`config.mk`:
```
export PLATFORM = sky130hd
export DESIGN_NAME = if_fetch_queue
export DESIGN_NICKNAME = d
export VERILOG_FILES = /design/src/rtl/if_fetch_queue_pkg.sv /design/src/rtl/fetch_fifo.sv /design/src/rtl/if_fetch_queue.sv
export SDC_FILE = /design/constraint.sdc
export NUM_CORES = 1
export LEC_CHECK = 0
export BUFFER_PORTS_ARGS = -buffer_cell sky130_fd_sc_hd__buf_2
export CORE_MARGIN = 5
export CORE_UTILIZATION = 58
export DETAILED_ROUTE_END_ITERATION = 8
export GPL_TIMING_DRIVEN = 0
export PLACE_DENSITY_LB_ADDON = 0.08
export SETUP_SLACK_MARGIN = 0.3
export SLEW_MARGIN = 20
export SYNTH_ARGS = -nofsm -noshare
export SYNTH_HDL_FRONTEND = slang
export SYNTH_SLANG_ARGS = --single-unit
```
`constraint.sdc`:
```
create_clock -name clk -period 4.4 [get_ports clk]
set_input_delay 0.88 -clock clk [delete_from_list [all_inputs] [get_ports clk]]
set_output_delay 0.88 -clock clk [all_outputs]
set_load 0.01 [all_outputs]
```
`src/rtl/if_fetch_queue_pkg.sv`:
```
// if_fetch_queue_pkg: shared widths, NOP encoding and replay FSM states for the fetch queue.
package if_fetch_queue_pkg;
  localparam int N = 31;
  localparam int XLEN = N + 1;
  localparam logic [31:0] NOP = 32'h0;
  typedef enum logic {RUN = 1'b0, DRAIN = 1'b1} state_t;
endpackage

```
`src/rtl/fetch_fifo.sv`:
```
// fetch_fifo: generic synchronous FIFO; the count carries an extra bit so full and empty differ.
module fetch_fifo #(
  parameter int WIDTH = 64,
  parameter int DEPTH = 4
) (
  input  logic                     clk,
  input  logic                     rst,
  input  logic                     clr,
  input  logic                     push,
  input  logic                     pop,
  input  logic [WIDTH-1:0]         din,
  output logic [WIDTH-1:0]         dout,
  output logic                     full,
  output logic                     empty,
  output logic [$clog2(DEPTH):0]   count
);
  localparam int AW = $clog2(DEPTH);
  logic [WIDTH-1:0] mem [DEPTH];
  logic [AW-1:0] wr_ptr, rd_ptr;
  always_ff @(posedge clk or negedge rst) begin
    if (!rst) begin
      wr_ptr <= '0;
      rd_ptr <= '0;
      count  <= '0;
    end else if (clr) begin
      wr_ptr <= '0;
      rd_ptr <= '0;
      count  <= '0;
    end else begin
      if (push) wr_ptr <= wr_ptr + AW'(1);
      if (pop) rd_ptr <= rd_ptr + AW'(1);
      count <= count + (AW+1)'(push) - (AW+1)'(pop);
    end
  end
  always_ff @(posedge clk) begin
    if (push && !clr) mem[wr_ptr] <= din;
  end
  assign dout  = mem[rd_ptr];
  assign full  = count == (AW+1)'(DEPTH);
  assign empty = count == '0;
endmodule

```
`src/rtl/if_fetch_queue.sv`:
```
// if_fetch_queue: buffers non-stalling fetches for decode; on overflow drops the fetch,
// requests a PC replay and discards stale fetches until the replayed address returns.
module if_fetch_queue
  import if_fetch_queue_pkg::*;
#(
  parameter int W = XLEN,
  parameter int DEPTH = 4
) (
  input  logic                     clk,
  input  logic                     rst,
  input  logic [W-1:0]             PcPlus4_F,
  input  logic [W-1:0]             Instruction_F,
  input  logic                     stall_D,
  input  logic                     flush_D,
  output logic [W-1:0]             PcPlus4_D,
  output logic [W-1:0]             Instruction_D,
  output logic                     valid_D,
  output logic                     replay_F,
  output logic [W-1:0]             replay_pc_F,
  output logic [$clog2(DEPTH):0]   occupancy
);
  state_t state, state_nx;
  logic [W-1:0] tag;
  logic [2*W-1:0] head;
  logic full, empty, match, accept, pop, space, bypass, push, overflow;
  always_comb begin
    match    = PcPlus4_F == tag;
    accept   = !flush_D && (state == RUN || match);
    pop      = !flush_D && !stall_D && !empty;
    space    = !full || pop;
    bypass   = accept && !stall_D && empty;
    push     = accept && space && !bypass;
    overflow = accept && !space;
    state_nx = flush_D ? RUN : overflow ? DRAIN : accept ? RUN : state;
  end
  always_ff @(posedge clk or negedge rst) begin
    if (!rst) begin
      state <= RUN;
      tag   <= '0;
    end else begin
      state <= state_nx;
      if (overflow) tag <= PcPlus4_F;
    end
  end
  assign replay_F    = overflow;
  assign replay_pc_F = overflow ? PcPlus4_F - W'(4) : '0;
  // IF/ID register: FIFO head has priority; bypass only when the FIFO is empty
  always_ff @(posedge clk or negedge rst) begin
    if (!rst) begin
      PcPlus4_D     <= '0;
      Instruction_D <= W'(NOP);
      valid_D       <= 1'b0;
    end else if (flush_D) begin
      PcPlus4_D     <= '0;
      Instruction_D <= W'(NOP);
      valid_D       <= 1'b0;
    end else if (!stall_D) begin
      valid_D       <= pop || bypass;
      PcPlus4_D     <= pop ? head[2*W-1:W] : bypass ? PcPlus4_F : PcPlus4_D;
      Instruction_D <= pop ? head[W-1:0] : bypass ? Instruction_F : W'(NOP);
    end
  end
  fetch_fifo #(.WIDTH(2*W), .DEPTH(DEPTH)) u_fifo (
    .clk   (clk),
    .rst   (rst),
    .clr   (flush_D),
    .push  (push),
    .pop   (pop),
    .din   ({PcPlus4_F, Instruction_F}),
    .dout  (head),
    .full  (full),
    .empty (empty),
    .count (occupancy)
  );
endmodule

```
---- After elaboration in Yosys (flattened, before gate mapping) ----
Memory sizes are Yosys's and may differ from the RTL's.
Index checks and enable logic that the tools add are counted.
Widths: inputs -> output; s select.
storage, ports and cells
  memories ................................ 1
  input bits .............................. 68
  RAM bits ................................ 256
  output and inout port bits .............. 101
  logic and storage cells ................. 63
  bits in registers ....................... 105
operators by class
  multiplexer cells ....................... 21
  equal/unequal tests ..................... 3
  bitwise operators ....................... 1
  $add $sub $neg .......................... 5
  reductions and logical operators ........ 24
memories
  memory      depth  width  read ports  clocked after memory_dff  write ports  line              source
  u_fifo.mem  4      64     1           0                         1            fetch_fifo.sv:18  logic [WIDTH-1:0] mem [DEPTH];
operator list
  operator               number
  $mux 32                9
  $eq 32x32->1           1
  $sub 32x3->32 const B  1
  $logic_and 1x1->1      9
  $mux 2                 4
  $mux 1                 7
  $logic_not 1->1        6
  $reduce_bool 3->1      2
  $add 2x1->2 const B    2
  $reduce_bool 2->1      2
  $add 3x1->3            1
  $eq 3x3->1 const B     1
  $logic_not 3->1        1
  $logic_or 1x1->1       3
  $mux 3                 1
  $sub 3x1->3            1
  $ne 2x1->1 const B     1
  $reduce_and 2->1       1
  $not 1->1              1

---- Logic depth before layout (Yosys ltp) ----
Gate-level depths: netlist of run 1.
  depth in word-level cells ............... 10
  gate-level depth with buffers ........... 11
  mapped depth without buffers ............ 10

---- Modules after synthesis ----
From an unflattened synthesis of run 1, not the netlist that was laid out.
second synthesis, totals
  cells, all modules ...................... 916
  area total of the unflattened synthesis .. 15462.3 um2
by module, submodules not included
  module          cells each  area each (um2)  instances  seq. area each (um2)
  fetch_fifo      374         9700.6           1          7862.5
  if_fetch_queue  542         5761.8           1          2452.4

---- Worst setup path after synthesis of run 1 ----
OpenSTA, ideal clock, no wires.
  path type ............................... input-to-reg
  start ................................... input port PcPlus4_F[5]
  end ..................................... memory u_fifo.mem[0][0] (enable)
  stages .................................. 6
  arrival ................................. 3.424 ns
  library setup time ...................... 0.429 ns
  path slack .............................. 0.547 ns
  buffers on the path ..................... 1
  cell sequence ........................... buf_4 > xor2_1 > nor4_1 > nand4_1 > o21ai_2 > and3_1
on the way
  longest elaborated chain between the ends .. 10
RTL lines
  element                           line                  source
  from (decl)                       if_fetch_queue.sv:11  input logic [W-1:0] PcPlus4_F,
  $eq 32x32->1 (*)                  if_fetch_queue.sv:27  match = PcPlus4_F == tag;
  $logic_or 1x1->1 (*)              if_fetch_queue.sv:28  accept = !flush_D && (state == RUN || match);
  $logic_and 1x1->1 (*)             if_fetch_queue.sv:28
  $logic_and 1x1->1 (2 in series)   if_fetch_queue.sv:31  bypass = accept && !stall_D && empty;
  $logic_not 1->1                   if_fetch_queue.sv:32  push = accept && space && !bypass;
  $logic_and 1x1->1 (*)             if_fetch_queue.sv:32
  $logic_and 1x1->1 (*)             fetch_fifo.sv:36      if (push && !clr) mem[wr_ptr] <= din;
  $mux 1 (*)                        fetch_fifo.sv:36
  $mux 1 (not written as such) (*)  fetch_fifo.sv:36
  to (decl)                         fetch_fifo.sv:18
Every way passes the cells marked *; elsewhere a longest branch is shown, timed or not.

---- Worst setup path after layout of run 1 ----
  start ................................... input port PcPlus4_F[10]
  end ..................................... output port replay_pc_F[7]
on the way
  longest elaborated chain between the ends .. 5
RTL lines
  element            line                  source
  $eq 32x32->1       if_fetch_queue.sv:27
  $logic_or 1x1->1   if_fetch_queue.sv:28
  $logic_and 1x1->1  if_fetch_queue.sv:28
  $logic_and 1x1->1  if_fetch_queue.sv:33  overflow = accept && !space;
  $mux 32            if_fetch_queue.sv:46  assign replay_pc_F = overflow ? PcPlus4_F - W'(4) : '0;
  to (decl)          if_fetch_queue.sv:19  output logic [W-1:0] replay_pc_F,
No other way between the ends.

==> results.json, run 1 <==
{
  "clock_latency_ps": 520,
  "fin_setup_tns_ps": 0,
  "rsz0062_at_grt": "false",
  "critical_path_class": "input port to primary output",
  "synthFlopType": "edfxtp_1",
  "cp-end-kind": "primary output",
  "grt_max_degree": 54,
  "cp-start-kind": "input port",
  "initial_core_util_pct": 59.0,
  "worstPathMaxFanout": 10,
  "leakage_nw": 7.14,
  "port_buffers": 167,
  "ys_top_cells_by_area": "edfxtp_1 (52%), dfrtp_1 (18%), mux4_2 (9.7%)",
  "n_fill_cell": 1721,
  "synth-seq-cells": 361,
  "p_sw_share_pct": 27.8,
  "avgSynthCellArea_um2": 17.5,
  "wl_per_cell_um": 23.3,
  "min_path_type": "input port to asynchronous set/reset pin",
  "initialDrtViolationCount": 637,
  "hpwl_mm": 21.4,
  "synth_top_area_share_pct": 51.6,
  "p_per_area_nw_per_um2": 593,
  "intPower_mw": 7.56,
  "antenna_found_initial": 1,
  "dieArea_um2": 29000,
  "ctsHtreeMaxLevel": 2,
  "ant_nets": 0,
  "nets": 1143,
  "critPathArrivalTime_ps": 3120,
  "setup_viol": 0,
  "synthCells": 850,
  "dieWidth_um": 170,
  "ys.warnings.count": 0,
  "synth_commonest_cells": "edfxtp_1 (256), dfrtp_1 (105), mux4_2 (64)",
  "dr.pass1.iters": 5,
  "clk_path_buf_depth": 3,
  "grt_pass1_wl_mm": 51.5,
  "ys_seq_area_share_pct": 69.3,
  "syn-cell-area_um2": 14900,
  "grt_overflow": 0,
  "clk_pin_slew_ps": 60,
  "layout-drive-gt1-share_pct": 34.5,
  "num_rows": 58,
  "fp.dieH_um": 170,
  "cp.required_ps": 3520,
  "clock_sinks": 361,
  "tightest_slew_ps": 1030,
  "hold_violations": 0,
  "min_period_ps": 4000,
  "power_frac_comb_pct": 24.1,
  "layout_worst_path_cycle_share_pct": 90.8,
  "fmax_ghz": 0.250,
  "cts-root-buf": "clkbuf_16",
  "syn_to_final_growth_pct": 18.7,
  "drc_errors": 0,
  "vias_per_cell": 6.02,
  "status": "finished, final reports clean",
  "ys_types": 49,
  "cts_buffers": 38,
  "place.gp.congestion": 0.759,
  "async_reset_ff_share_pct": 29.1,
  "yosysMostFrequentCell": "edfxtp_1",
  "fin_util_pct": 70.0,
  "reg2reg_depth": 10,
  "synth_top_cell_by_area": "edfxtp_1",
  "grt_pass1_vias": 8711,
  "cap_violations": 0,
  "num_io_pins": 169,
  "max-slew-margin-rel_pct": 30.8,
  "peakVddDrop_uv": 361,
  "clock_skew_ps": 12.7,
  "synth_edf_count": 256,
  "gr-usage-all-layers_pct": 23.2,
  "p_sw_mw": 2.91,
  "power_frac_seq_pct": 45.2,
  "slew_violations": 0,
  "vias": 8584,
  "cts_tree": "yes",
  "clkPwrFrac_pct": 30.8,
  "synth_nets": 926,
  "hold_buffers": 0,
  "core_um2": 25300,
  "detail_route.wirelength_mm": 33.3
}
==> final timing paths <==
kind / start / end / slack (ps)
max: PcPlus4_F[10] / replay_pc_F[7] / 400
min: rst / Instruction_D[31]$_DFFE_PN0P_ / 330
max reg2reg: u_fifo.count[1]$_DFF_PN0_ / u_fifo.count[2]$_DFF_PN0_ / 1030
min reg2reg: PcPlus4_D[24]$_DFFE_PN0P_ / PcPlus4_D[24]$_DFFE_PN0P_ / 510
max in group asynchronous: rst / PcPlus4_D[14]$_DFFE_PN0P_ / 3360
min in group clk: PcPlus4_D[24]$_DFFE_PN0P_ / PcPlus4_D[24]$_DFFE_PN0P_ / 510
==> area by class of cell <==
type                            count  area [µm²]  area share [%]
Buffer                             59         340            1.93
Tap cell                          330         413            2.34
Clock inverter                     19         221            1.25
Sequential cell                   361       10300            58.4
Multi-Input combinational cell    419        4300            24.3
Timing Repair Buffer              177        1000            5.67
Clock buffer                       50        1040            5.87
Inverter                           11        41.3           0.234
Antenna cell                        1        2.50          0.0142
==> sequential cells by signal, indices dropped and copies added (netlist names) <==
signal / count
PcPlus4_D: 32
tag: 32
state: 1
u_fifo.wr_ptr: 2
Instruction_D: 32
u_fifo.rd_ptr: 2
u_fifo.count: 3
u_fifo.mem: 256
valid_D: 1
==> kinds of logic (layout without fill, tap and decap cells) <==
kind of cell / after synthesis / in the layout / share of synthesized area (%)
flip-flops: 361 / 361 / 69.3
XOR/XNOR: 63 / 63 / 3.70
AO/OA/AOI/OAI: 109 / 109 / 6.19
adder cells (fa/ha/maj): 8 / 8 / 0.722
other: 0 / 1 / 0
AND/OR/NAND/NOR: 143 / 143 / 5.52
buffers and inverters: 70 / 316 / 2.50
multiplexers: 96 / 96 / 12.1
==> critical path, cell delays in order <==
cell	delay, ps
buf_2	120
buf_4	170
xor2_1	180
nor4_1	280
nand4_1	240
o21ai_4	200
nand4_1	140
buf_6	190
buf_8	150
buf_2	200
nor2_1	170
buf_2	160
==> metrics by stage <==
step	worst slack [ps]	cells	hold slack [ps]	area (µm²)	power, mW
after floorplan	547	850	485	14900	6.40
after global placement	-1330	1347	491	16100	7.26
after detailed placement	46.3	1352	495	16300	7.33
after CTS	319	1422	353	17600	10.5
after global routing	282	1426	365	17700	11.0
final	405	1427	332	17700	10.5
==> per-layer routing <==
| metal | vias up | share of wire, % | track usage, % | wire length (µm) |
|---|---|---|---|---|
| met5 | - | 0.039 | 0 | 13 |
| met3 | 33 | 6.5 | 4.34 | 2150 |
| met2 | 283 | 49 | 37.3 | 16200 |
| li1 | 3796 | - | - | - |
| met4 | 2 | 1.1 | 4.10 | 350 |
| met1 | 4470 | 44 | 34.4 | 14600 |
==> layout by cell type, fill, tap and decap left out, types with 3 or more instances in the layout <==
cell type    n
bufinv_16    5
nor2_2       4
edfxtp_1   256
mux2_2      26
ha_1         7
buf_16       3
nor2b_1      3
clkbuf_16   39
buf_1        5
nor3_1       7
xnor2_1     18
clkinv_2     8
clkinv_1     4
nor2_1      45
a221o_1     31
and3_1      33
buf_4        8
a21o_1      33
and3_4       4
nand4_1      5
nor4_1       6
mux2_1       6
inv_1       11
o21ai_0      3
a22o_1      32
clkbuf_1    33
dfrtp_1    105
buf_6        8
xor2_1      45
nor4_4       5
nor4_2       4
mux4_2      64
buf_2      180
a21oi_1      5
clkbuf_8     4
nand2_1     11
==> power by group through the flow <==
stage / Sequential (mW) / Combinational [mW] / Clock, mW
global route: 4.80 / 2.74 / 3.43
CTS: 4.73 / 2.55 / 3.26
finish: 4.73 / 2.52 / 3.22
detailed placement: 4.79 / 2.53 / 0
global placement: 4.82 / 2.44 / 0
floorplan: 4.84 / 1.56 / 0
==> timing repair <==
action | CTS | global route
pin swaps | 1 | 7
gates resized for setup | 4 | 14
setup endpoints to repair | 32 | 29
setup buffers | 1 | 4
hold endpoints to repair | 0 | 0
No activity file was read; power rests on OpenSTA's default activity.
==> run 2: changes to the inputs <==
--- a/config.mk
+++ b/config.mk
@@ -7,7 +7,7 @@
 export LEC_CHECK = 0
 export BUFFER_PORTS_ARGS = -buffer_cell sky130_fd_sc_hd__buf_2
 export CORE_MARGIN = 5
-export CORE_UTILIZATION = 58
+export CORE_UTILIZATION = 45
 export DETAILED_ROUTE_END_ITERATION = 8
 export GPL_TIMING_DRIVEN = 0
 export PLACE_DENSITY_LB_ADDON = 0.08
==> run 2 against run 1 <==
Against the previous run:
- largest power group unchanged
- highest routed layer unchanged
- global-route usage is 4.2 points lower
- critical endpoint is now replay_pc_F[29]
- largest cell class unchanged
- critical path type unchanged
- clock skew rose by 3.1 ps
- count of clock-buffer cells in the layout grew 7
==> results.json, run 2 (same netlist as run 1, synthesis figures left out) <==
{
  "critical_path_class": "input port to primary output",
  "layout_commonest_cell": "edfxtp_1",
  "vias": 8514,
  "nets": 1147,
  "max-slew-margin-rel_pct": 33.3,
  "slew_violations": 0,
  "dr.pass1.iters": 5,
  "crit_chain": "buf_2 -> buf_6 -> nor4_4 -> nand4_4 -> or4_4 -> or4_4 -> xor2_1 -> nor2_2 -> buf_2",
  "grt_pass1_wl_mm": 53.6,
  "layout_common_cells": "edfxtp_1 (256), buf_2 (180), dfrtp_1 (105)",
  "tightest_slew_ps": 1000,
  "leakage_nw": 7.17,
  "layout-drive-gt1-share_pct": 34.9,
  "vias_per_cell": 5.52,
  "cp.required_ps": 3520,
  "dieArea_um2": 36800,
  "gr-usage-all-layers_pct": 19.0,
  "largest_reg_flops": 256,
  "critPathArrivalTime_ps": 3110,
  "cp-start-kind": "input port",
  "syn_to_final_growth_pct": 19.9,
  "crit_path_max_incr_delay_ps": 510,
  "worstPathMaxFanout": 8,
  "min_path_type": "input port to asynchronous set/reset pin",
  "cts_buffers": 40,
  "core_um2": 32600,
  "fmax_ghz": 0.250,
  "num_io_pins": 169,
  "clock_latency_ps": 520,
  "crit_slowest_cell": "or4_4",
  "min_period_ps": 3990,
  "p_per_area_nw_per_um2": 590,
  "total_power_mw": 10.5,
  "place.gp.congestion": 0.715,
  "drc_errors": 0,
  "ant_nets": 0,
  "ctsHtreeMaxLevel": 2,
  "hpwl_mm": 22.4,
  "num_rows": 66,
  "hold_violations": 0,
  "top_register": "u_fifo.mem",
  "status": "finished, final reports clean",
  "rsz0062_at_grt": "false",
  "initial_core_util_pct": 45.7,
  "clock_sinks": 361,
  "wl_per_cell_um": 22.5,
  "fin_cells": 1541,
  "peakVddDrop_uv": 533,
  "grt_overflow": 0,
  "dieWidth_um": 192,
  "fp.dieH_um": 192,
  "clk_path_buf_depth": 3,
  "clk_pin_slew_ps": 60,
  "cap_violations": 0,
  "port_buffers": 167,
  "grt_pass1_vias": 8887,
  "clock_skew_ps": 15.8,
  "detail_route.wirelength_mm": 34.7,
  "antenna_found_initial": 1,
  "setup_viol": 0,
  "dp.cells": 1464,
  "layout_worst_path_cycle_share_pct": 90.7,
  "cts_tree": "yes",
  "cp-end-kind": "primary output",
  "hold_buffers": 0,
  "grt_max_degree": 68,
  "initialDrtViolationCount": 554,
  "cts-root-buf": "clkbuf_16",
  "antennaDiodeCount": 0
}
run 2: cell types whose count changed in the layout (fill, tap and decap cells not counted), moves of 2 or more:
| cell | delta |
|---|---|
| nor2_1 | -5 |
| clkbuf_8 | +5 |
| buf_12 | -2 |
| buf_4 | +3 |
| nor4_4 | -2 |
| buf_16 | +2 |
| bufinv_16 | -2 |
| nor2_2 | +5 |
| nor4_1 | +3 |
| clkbuf_16 | +2 |
| clkinv_2 | -3 |
run 2: layer usage:
| metal | GRT usage [%] | routed length, µm |
|---|---|---|
| met1 | 28.1 | 15900 |
| met2 | 30.1 | 16300 |
| met4 | 4.61 | 659 |
| met5 | 0 | 7 |
| met3 | 2.80 | 1870 |
run 2: path summary, 6_finish.rpt:
path / from / end / slack (ps) / cells past startpoint
setup / recovery: PcPlus4_F[9] / replay_pc_F[29] / 410 / 9
hold / removal: rst / Instruction_D[29]$_DFFE_PN0P_ / 280 / 1
setup reg to reg: u_fifo.count[1]$_DFF_PN0_ / u_fifo.count[2]$_DFF_PN0_ / 1370 / 10
hold reg to reg: PcPlus4_D[23]$_DFFE_PN0P_ / PcPlus4_D[23]$_DFFE_PN0P_ / 500 / 1
max in group asynchronous: rst / PcPlus4_D[18]$_DFFE_PN0P_ / 3390 / 2
min in group clk: PcPlus4_D[23]$_DFFE_PN0P_ / PcPlus4_D[23]$_DFFE_PN0P_ / 500 / 1
run 2: timing repair:
item	4_1_cts	5_1_grt
endpoints found under the setup margin	33	29
setup buffers	3	4
resized for setup	7	12
pin swaps	3	5
hold endpoints to repair	0	0
run 2: area by class of cell:
class,instances,area [µm²]
buffer,59,340
fill,2719,14800
sequential,361,10300
multi-input combinational,419,4280
clock inverter,13,136
clock buffer,57,1160
timing repair buffer,179,1030
inverter,11,41.3
tap,442,553
run 2: power by group:
group	leakage [nW]	internal (mW)	total, mW	switching [mW]
sequential	3.70	4.40	4.72	0.321
combinational	2.84	1.21	2.53	1.32
clock	0.639	2.00	3.28	1.29
total	7.17	7.61	10.5	2.93
run 2: through the flow:
step           util (%)  setup slack, ps  hold slack (ps)  instance area, µm²  setup TNS, ps
2_1_floorplan         -              547              485               14900              0
4_1_cts            54.6              301              288               17800              0
3_3_place_gp       49.9            -1490              490               16300        -367700
3_5_place_dp       50.4             -112              494               16400           -232
5_1_grt            54.7              264              307               17900              0
6_report           54.7              408              283               17900              0
run 2: critical path, delay by kind of cell:
kind / cells / cell delay [ps]
buffers and inverters: 3 / 410
AND/OR/NAND/NOR: 5 / 1660
XOR/XNOR: 1 / 170
